### config.mk
export PLATFORM = sky130hd
export DESIGN_NAME = dmstore_buf
export DESIGN_NICKNAME = d
export VERILOG_FILES = /design/src/rtl/dmstore_buf.sv
export SDC_FILE = /design/constraint.sdc
export NUM_CORES = 1
export LEC_CHECK = 0
export ABC_AREA = 1
export BUFFER_PORTS_ARGS = -buffer_cell sky130_fd_sc_hd__buf_4
export CORE_ASPECT_RATIO = 0.75
export CORE_MARGIN = 1.5
export CORE_UTILIZATION = 59
export CTS_BUF_LIST = sky130_fd_sc_hd__clkbuf_8
export DETAILED_ROUTE_END_ITERATION = 8
export HOLD_SLACK_MARGIN = 0.05
export PLACE_DENSITY = 0.9
export SYNTH_ARGS = -nofsm -noshare
export SYNTH_HDL_FRONTEND = slang
export SYNTH_SLANG_ARGS = --single-unit
### constraint.sdc
create_clock -name clk -period 3.32 [get_ports clk]
set_clock_uncertainty 0.2 [all_clocks]
set_input_delay 0.332 -clock clk [delete_from_list [all_inputs] [get_ports clk]]
set_output_delay 0.332 -clock clk [all_outputs]
set_load 0.01 [all_outputs]
### src/rtl/dmstore_buf.sv
// Store buffer for the MEM stage: lane-encodes stores and drains them to data memory in order.
// Define STORE_FWD_EN to build the load/store address comparators behind ld_hit.
`ifndef WM_WD
`define WM_WD 3'd0
`define WM_HS 3'd1
`define WM_HU 3'd2
`define WM_BS 3'd3
`define WM_BU 3'd4
`endif

module dmstore_buf #(
    parameter int DEPTH = 2,
    parameter int CNT_W = 2
) (
    input  logic             clk,
    input  logic             reset,
    input  logic             st_valid,
    output logic             st_ready,
    input  logic [31:0]      st_addr,
    input  logic [31:0]      st_data,
    input  logic [2:0]       wordmode,
    output logic             mem_req,
    input  logic             mem_ack,
    output logic [31:0]      mem_addr,
    output logic [31:0]      mem_wdata,
    output logic [3:0]       mem_be,
    output logic             misalign,
    output logic [CNT_W-1:0] pending,
    input  logic [31:0]      ld_addr,
    output logic             ld_hit
);
    localparam int PTR_W = (DEPTH > 1) ? $clog2(DEPTH) : 1;

    logic [29:0]      e_addr  [DEPTH];
    logic [31:0]      e_wdata [DEPTH];
    logic [3:0]       e_be    [DEPTH];
    logic [PTR_W-1:0] rd_ptr;
    logic [PTR_W-1:0] wr_ptr;
    logic [CNT_W-1:0] count;

    logic        legal;
    logic [3:0]  enc_be;
    logic [31:0] enc_wdata;
    logic        accept;
    logic        push;
    logic        pop;

    // Lane encoding of the incoming store; undefined width codes are illegal.
    always_comb begin
        legal     = 1'b0;
        enc_be    = 4'b0000;
        enc_wdata = 32'h0;
        case (wordmode)
            `WM_WD: begin
                legal     = (st_addr[1:0] == 2'b00);
                enc_be    = 4'b1111;
                enc_wdata = st_data;
            end
            `WM_HS, `WM_HU: begin
                legal     = !st_addr[0];
                enc_be    = st_addr[1] ? 4'b1100 : 4'b0011;
                enc_wdata = {2{st_data[15:0]}};
            end
            `WM_BS, `WM_BU: begin
                legal     = 1'b1;
                enc_be    = 4'b0001 << st_addr[1:0];
                enc_wdata = {4{st_data[7:0]}};
            end
            default: legal = 1'b0;
        endcase
    end

    assign st_ready  = (count != CNT_W'(DEPTH));
    assign mem_req   = (count != '0);
    assign accept    = st_valid && st_ready;
    assign push      = accept && legal;
    assign pop       = mem_req && mem_ack;
    assign pending   = count;
    assign mem_addr  = {e_addr[rd_ptr], 2'b00};
    assign mem_wdata = e_wdata[rd_ptr];
    assign mem_be    = e_be[rd_ptr];

    always_ff @(posedge clk or negedge reset) begin
        if (!reset) begin
            for (int i = 0; i < DEPTH; i++) begin
                e_addr[i]  <= '0;
                e_wdata[i] <= '0;
                e_be[i]    <= '0;
            end
            rd_ptr   <= '0;
            wr_ptr   <= '0;
            count    <= '0;
            misalign <= 1'b0;
        end else begin
            misalign <= accept && !legal;
            if (push) begin
                e_addr[wr_ptr]  <= st_addr[31:2];
                e_wdata[wr_ptr] <= enc_wdata;
                e_be[wr_ptr]    <= enc_be;
                wr_ptr          <= wr_ptr + PTR_W'(1);
            end
            if (pop) begin
                rd_ptr <= rd_ptr + PTR_W'(1);
            end
            case ({push, pop})
                2'b10:   count <= count + CNT_W'(1);
                2'b01:   count <= count - CNT_W'(1);
                default: count <= count;
            endcase
        end
    end

`ifdef STORE_FWD_EN
    logic [PTR_W-1:0] fwd_offs;

    // An entry is live when its distance from the head is below the count.
    always_comb begin
        ld_hit   = 1'b0;
        fwd_offs = '0;
        for (int i = 0; i < DEPTH; i++) begin
            fwd_offs = PTR_W'(i) - rd_ptr;
            if ((CNT_W'(fwd_offs) < count) && (e_addr[i] == ld_addr[31:2])) begin
                ld_hit = 1'b1;
            end
        end
    end
`else
    logic unused_ld_addr;
    assign unused_ld_addr = ^ld_addr;
    assign ld_hit         = 1'b0;
`endif

endmodule
-- Yosys cells after proc, flatten, opt, wreduce, memory -nomap -nowiden
Index checks and enable logic that the tools add are counted.
- register bits after elaboration: 137
- input port bits: 103
- output and inout bits: 74
- add/subtract/negate cells: 4
- magnitude comparators: 3
- equal/unequal tests: 7
- shift operators: 1
- mux-type cells: 23
- bitwise logic cells: 2
- reduce and logical (&&, ||, !) cells: 13
- operators with widths (operator ; number):
    $mux W32 ; 4
    $mux W30 ; 4
    $pmux W32 S3 ; 1
    $bwmux W64 ; 1
    $bwmux W60 ; 1
    $demux W32 S1 ; 1
    $demux W30 S1 ; 1
    $mux W4 ; 5
    $pmux W4 S3 ; 1
    $bwmux W8 ; 1
    $eq A3 B2 Y1 const B ; 2
    $logic_and A1 B1 Y1 ; 5
    $demux W4 S1 ; 1
    $ge A2 B2 Y1 const B ; 2
    $not A1 Y2 ; 2
    $pmux W2 S2 ; 1
    $reduce_bool A2 Y1 ; 2
    $reduce_or A2 Y1 ; 2
    $shl A1 B2 Y4 const A ; 1
    $eq A3 B1 Y1 const B ; 1
    $eq A3 B3 Y1 const B ; 1
    $logic_not A3 Y1 ; 1
    $pmux W1 S3 ; 1
    $add A1 B1 Y1 const B ; 2
    8 further kinds ; 9

-- Longest topological paths before layout
- depth after elaboration: 6
- mapped depth: 11

-- Worst setup path after synthesis
Ideal clock, no wire load.
- kind: flip-flop to flip-flop
- start: reg count[0], in the netlist pending[0]
- end: reg count[1], in the netlist pending[1]
- arrival time: 1720 ps
- required time: 2989 ps
- path slack: 1270 ps
- cell stages (with the launch flop): 11
- cells stage by stage: dfrtp_1 > inv_2 > nand2_1 > nand2_1 > a21oi_2 > buf_4 > inv_1 > ha_1 > a21oi_1 > o21ai_0 > xor2_1
- cells in the longest elaborated chain, start to end: 5
- elaborated cells between the ends (all ways): 11
- classes of those cells: add/sub: 2; eq/ne: 3; mux: 1; reduce/logical: 5
- ends and longest elaborated chain (item ; line ; text):
    from (decl) ; 39 ; logic [CNT_W-1:0] count;
    from (signal assigned) ; 106 ; 2'b10: count <= count + CNT_W'(1);
    from (signal assigned) ; 107 ; 2'b01: count <= count - CNT_W'(1);
    from (signal assigned) ; 108 ; default: count <= count;
    $ne A2 B2 Y1 * ; 73 ; assign st_ready = (count != CNT_W'(DEPTH));
    named net st_ready ; 18 ; output logic st_ready,
    $logic_and A1 B1 Y1 * ; 75 ; assign accept = st_valid && st_ready;
    $logic_and A1 B1 Y1 * ; 76 ; assign push = accept && legal;
    $eq A2 B1 Y1 / $eq A2 B2 Y1 (equally long branches) ; 105 ; case ({push, pop})
    $pmux W2 S2 / $reduce_bool A2 Y1 (equally long branches) ; -- ;
Mark *: on every way through the listed nets, which the timed path passes. The rest lies on a longest branch.
A chain may end at the register's enable or synchronous reset.

-- Worst setup path in the final report
- start: reg rd_ptr
- end: out mem_wdata[25]
- cells in the longest elaborated chain, start to end: 4
- ends and longest elaborated chain (item ; line ; text):
    from (decl) ; 37 ; logic [PTR_W-1:0] rd_ptr;
    from (signal assigned) ; 103 ; rd_ptr <= rd_ptr + PTR_W'(1);
    $not A1 Y2 (not written as such) ; 80 ; assign mem_wdata = e_wdata[rd_ptr];
    $mux W32 (not written as such) (3 in series) ; 80 ;
    to (decl) ; 25 ; output logic [31:0] mem_wdata,
No other way between the ends. The select of a mux whose other input is x is not followed.

==> impl_metrics.tcl <==
set metrics [dict create \
    drv_cap 0 \
    rsz0062_at_grt "false" \
    yosysTopAreaCell "dfrtp_1" \
    worst_pin_slew_ns 0.979 \
    syn_inst 944 \
    synth_top_cell_area_share_pct 49.6 \
    synth_area_mm2 0.00691 \
    synth_compound_area_share_pct 0.271 \
    hold_viol 0 \
    core_mm2 0.0115 \
    criticalPathCategory "reg2out" \
    grt_start_max_net_pins 107 \
    synth_commonest_cells "nand2_1, dfrtp_1, nand3_1" \
    fin_cells 1248 \
    grt_overflow 0 \
    path_max_fanout 66 \
    relSlewSlack_pct 34.7 \
    drive_above_1_share_pct 18.0 \
    grt_pass1_vias 6674 \
    h-tree-depth 4 \
    synth_cell_types 21 \
    dp_hpwl_mm 11.3 \
    tritoncts "built" \
    status "finished clean" \
    synth_edf_count 0 \
    dieArea_mm2 0.0124 \
    setup_tns_ns 0 \
    clock_path_buffers 2 \
    n_antenna_cell 0 \
    dr.pass1.iters 7 \
    synth_area_per_cell_um2 7.32 \
    cpMaxStageDelayCell "buf_4" \
    cts_resized 0 \
    fp.dieW_um 128 \
    synthToLayoutAreaGrowth_pct 27.5 \
    crit_family "buffers and inverters" \
    io_buffers 141 \
    synth_most_common_cell "nand2_1" \
    path_cells "buf_4 -> nand2_1 -> nand2_1 -> buf_4" \
    clk_pin_slew_worst_paths_ns 0.08 \
    final_core_util_pct 76.7 \
    gp_congestion 0.900 \
    clock_latency_ns 0.45 \
    slowest_delay_ns 0.63 \
    synth_mux_area_share_pct 0 \
    clock.fmax_mhz 411 \
    post-route-min-period_ns 2.43 \
    crit_path_end_kind "output port" \
    hold_buffers 42 \
    netlist_top_cells_area "dfrtp_1, nand2_1, nand4_1" \
    pin_count 177 \
    p_leak_uw 0.00499 \
    post_cts_buffers 0 \
    cts.sinks 137 \
    synthAdderAreaFrac_pct 0.181 \
    synthSimpleGateAreaFrac_pct 42.8 \
    ys_seq_area_share_pct 49.6 \
    ys_warn_count 0 \
    required_ns 2.79 \
    hold_path.class "in2reg" \
    synth_top_family_by_area "simple AND/OR/NAND/NOR gates" \
    power_density_mw_per_mm2 925 \
    cts-buffers-inserted 17 \
    rows 34 \
    start_util_pct 60.2 \
    grt_use_total_pct 33.4 \
    synthArstFlopShare_pct 100 \
    ant_nets 0 \
    drc_errors 0 \
    final_nets 1195 \
    synthXorXnorAreaFrac_pct 0.380 \
    vdd_drop_max_mv 0.583 \
    drt-initial-drc-count 719 \
    drt-wirelength-per-cell_um 15.8 \
    period_share_pct 73.3 \
    fp.dieH_um 96.7 \
    setup_violations 0 \
    vias 7100 \
    grt_first_pass_wirelength_mm 32.7 \
    antenna_found_initial 0 \
    synth_ff_type "dfrtp_1" \
    crit_arrival_ns 1.90 \
    startpoint_type "flop" \
    crit_buf_inv 2 \
    dp_cells 1174 \
    viasPerCell 5.69 \
    final-max-slew-violation-count 0 \
    clock-root-buffer "clkbuf_8" \
    wl_mm 19.7 \
    synth-seq-cells 137 \
]
[power by group]
part | internal [uW] | switching (uW)
clock | 897 | 690
combinational | 1440 | 2240
sequential | 2420 | 458
total | 4760 | 3390
[kinds of logic (layout without fill, tap and decap cells)]
| group | after synthesis | in the layout |
|---|---|---|
| xor+xnor | 3 | 3 |
| buf+inv | 94 | 252 |
| other cells | 1 | 3 |
| compound gates | 3 | 3 |
| fa+ha+maj | 1 | 1 |
| flops | 137 | 137 |
| simple gates | 705 | 705 |
[through the flow]
stage	power (uW)	area (um2)	worst slack (ns)	hold slack [ns]
after detailed placement	6450	7930	0.665	0.258
final	8150	8810	0.886	0.0734
after CTS	8090	8810	0.908	0.0587
after global placement	6340	7930	0.712	0.253
after floorplan	4950	6920	1.27	-0.164
after global routing	8710	8810	0.738	0.0915
[layout by cell type, fill, tap and decap left out]
| master | count |
|---|---|
| inv_1 | 18 |
| clkinvlp_4 | 3 |
| buf_4 | 154 |
| a21oi_4 | 1 |
| dfrtp_1 | 135 |
| xnor2_1 | 1 |
| bufinv_16 | 5 |
| dlygate4sd3_1 | 42 |
| nand4_1 | 76 |
| o21ai_0 | 1 |
| a21oi_1 | 1 |
| conb_1 | 3 |
| buf_12 | 2 |
| nor2_1 | 13 |
| clkinv_4 | 3 |
| inv_2 | 4 |
| nand2_2 | 2 |
| buf_6 | 1 |
| inv_6 | 2 |
| nand2_1 | 527 |
| nand3_1 | 85 |
| clkbuf_8 | 17 |
| ha_1 | 1 |
| clkinv_2 | 1 |
| xor2_1 | 2 |
| dfrtp_2 | 2 |
| nand3_2 | 2 |
[worst min-delay path, cell delays in order]
cell	delay, ns
buf_4	0.08
nand2_1	0.04
nand3_1	0.09
nand3_1	0.08
nand2_1	0.06
[layout make-up]
type / count / area, um2
flip-flops and latches: 137 / 3430
multi-input cells: 715 / 3040
fillers: 842 / 2670
repair buffers: 199 / 1630
clock buffers: 17 / 234
clock inverters: 15 / 225
well taps: 144 / 180
inverters: 21 / 78.8
[path summary, 6_finish.rpt]
check,start,end,slack [ns],cells after the start
setup / recovery,rd_ptr,mem_wdata[25],0.89,4
hold / removal,st_data[15],e_wdata[15],0.07,5
min in group asynchronous,reset,e_wdata[27],0.34,2
setup reg to reg,pending[0],e_addr[26],0.89,9
hold reg to reg,e_addr[54],e_addr[54],0.27,2
max in group asynchronous,reset,rd_ptr,1.62,3
[registers in the layout, summed over array words and instances (netlist names)]
name      count
misalign      1
rd_ptr        1
e_wdata      64
e_be          8
e_addr       60
pending       2
wr_ptr        1
[layer usage]
layer / global-route usage [%] / part of all wire (%) / vias to the layer above
met4: 15.5 / 2.9 / 0
met3: 6.53 / 9.2 / 55
met2: 49.8 / 47 / 409
met5: 0 / 0 / -
li1: - / - / 3304
met1: 47.4 / 41 / 3332
Power figures use the tool's default switching activity.
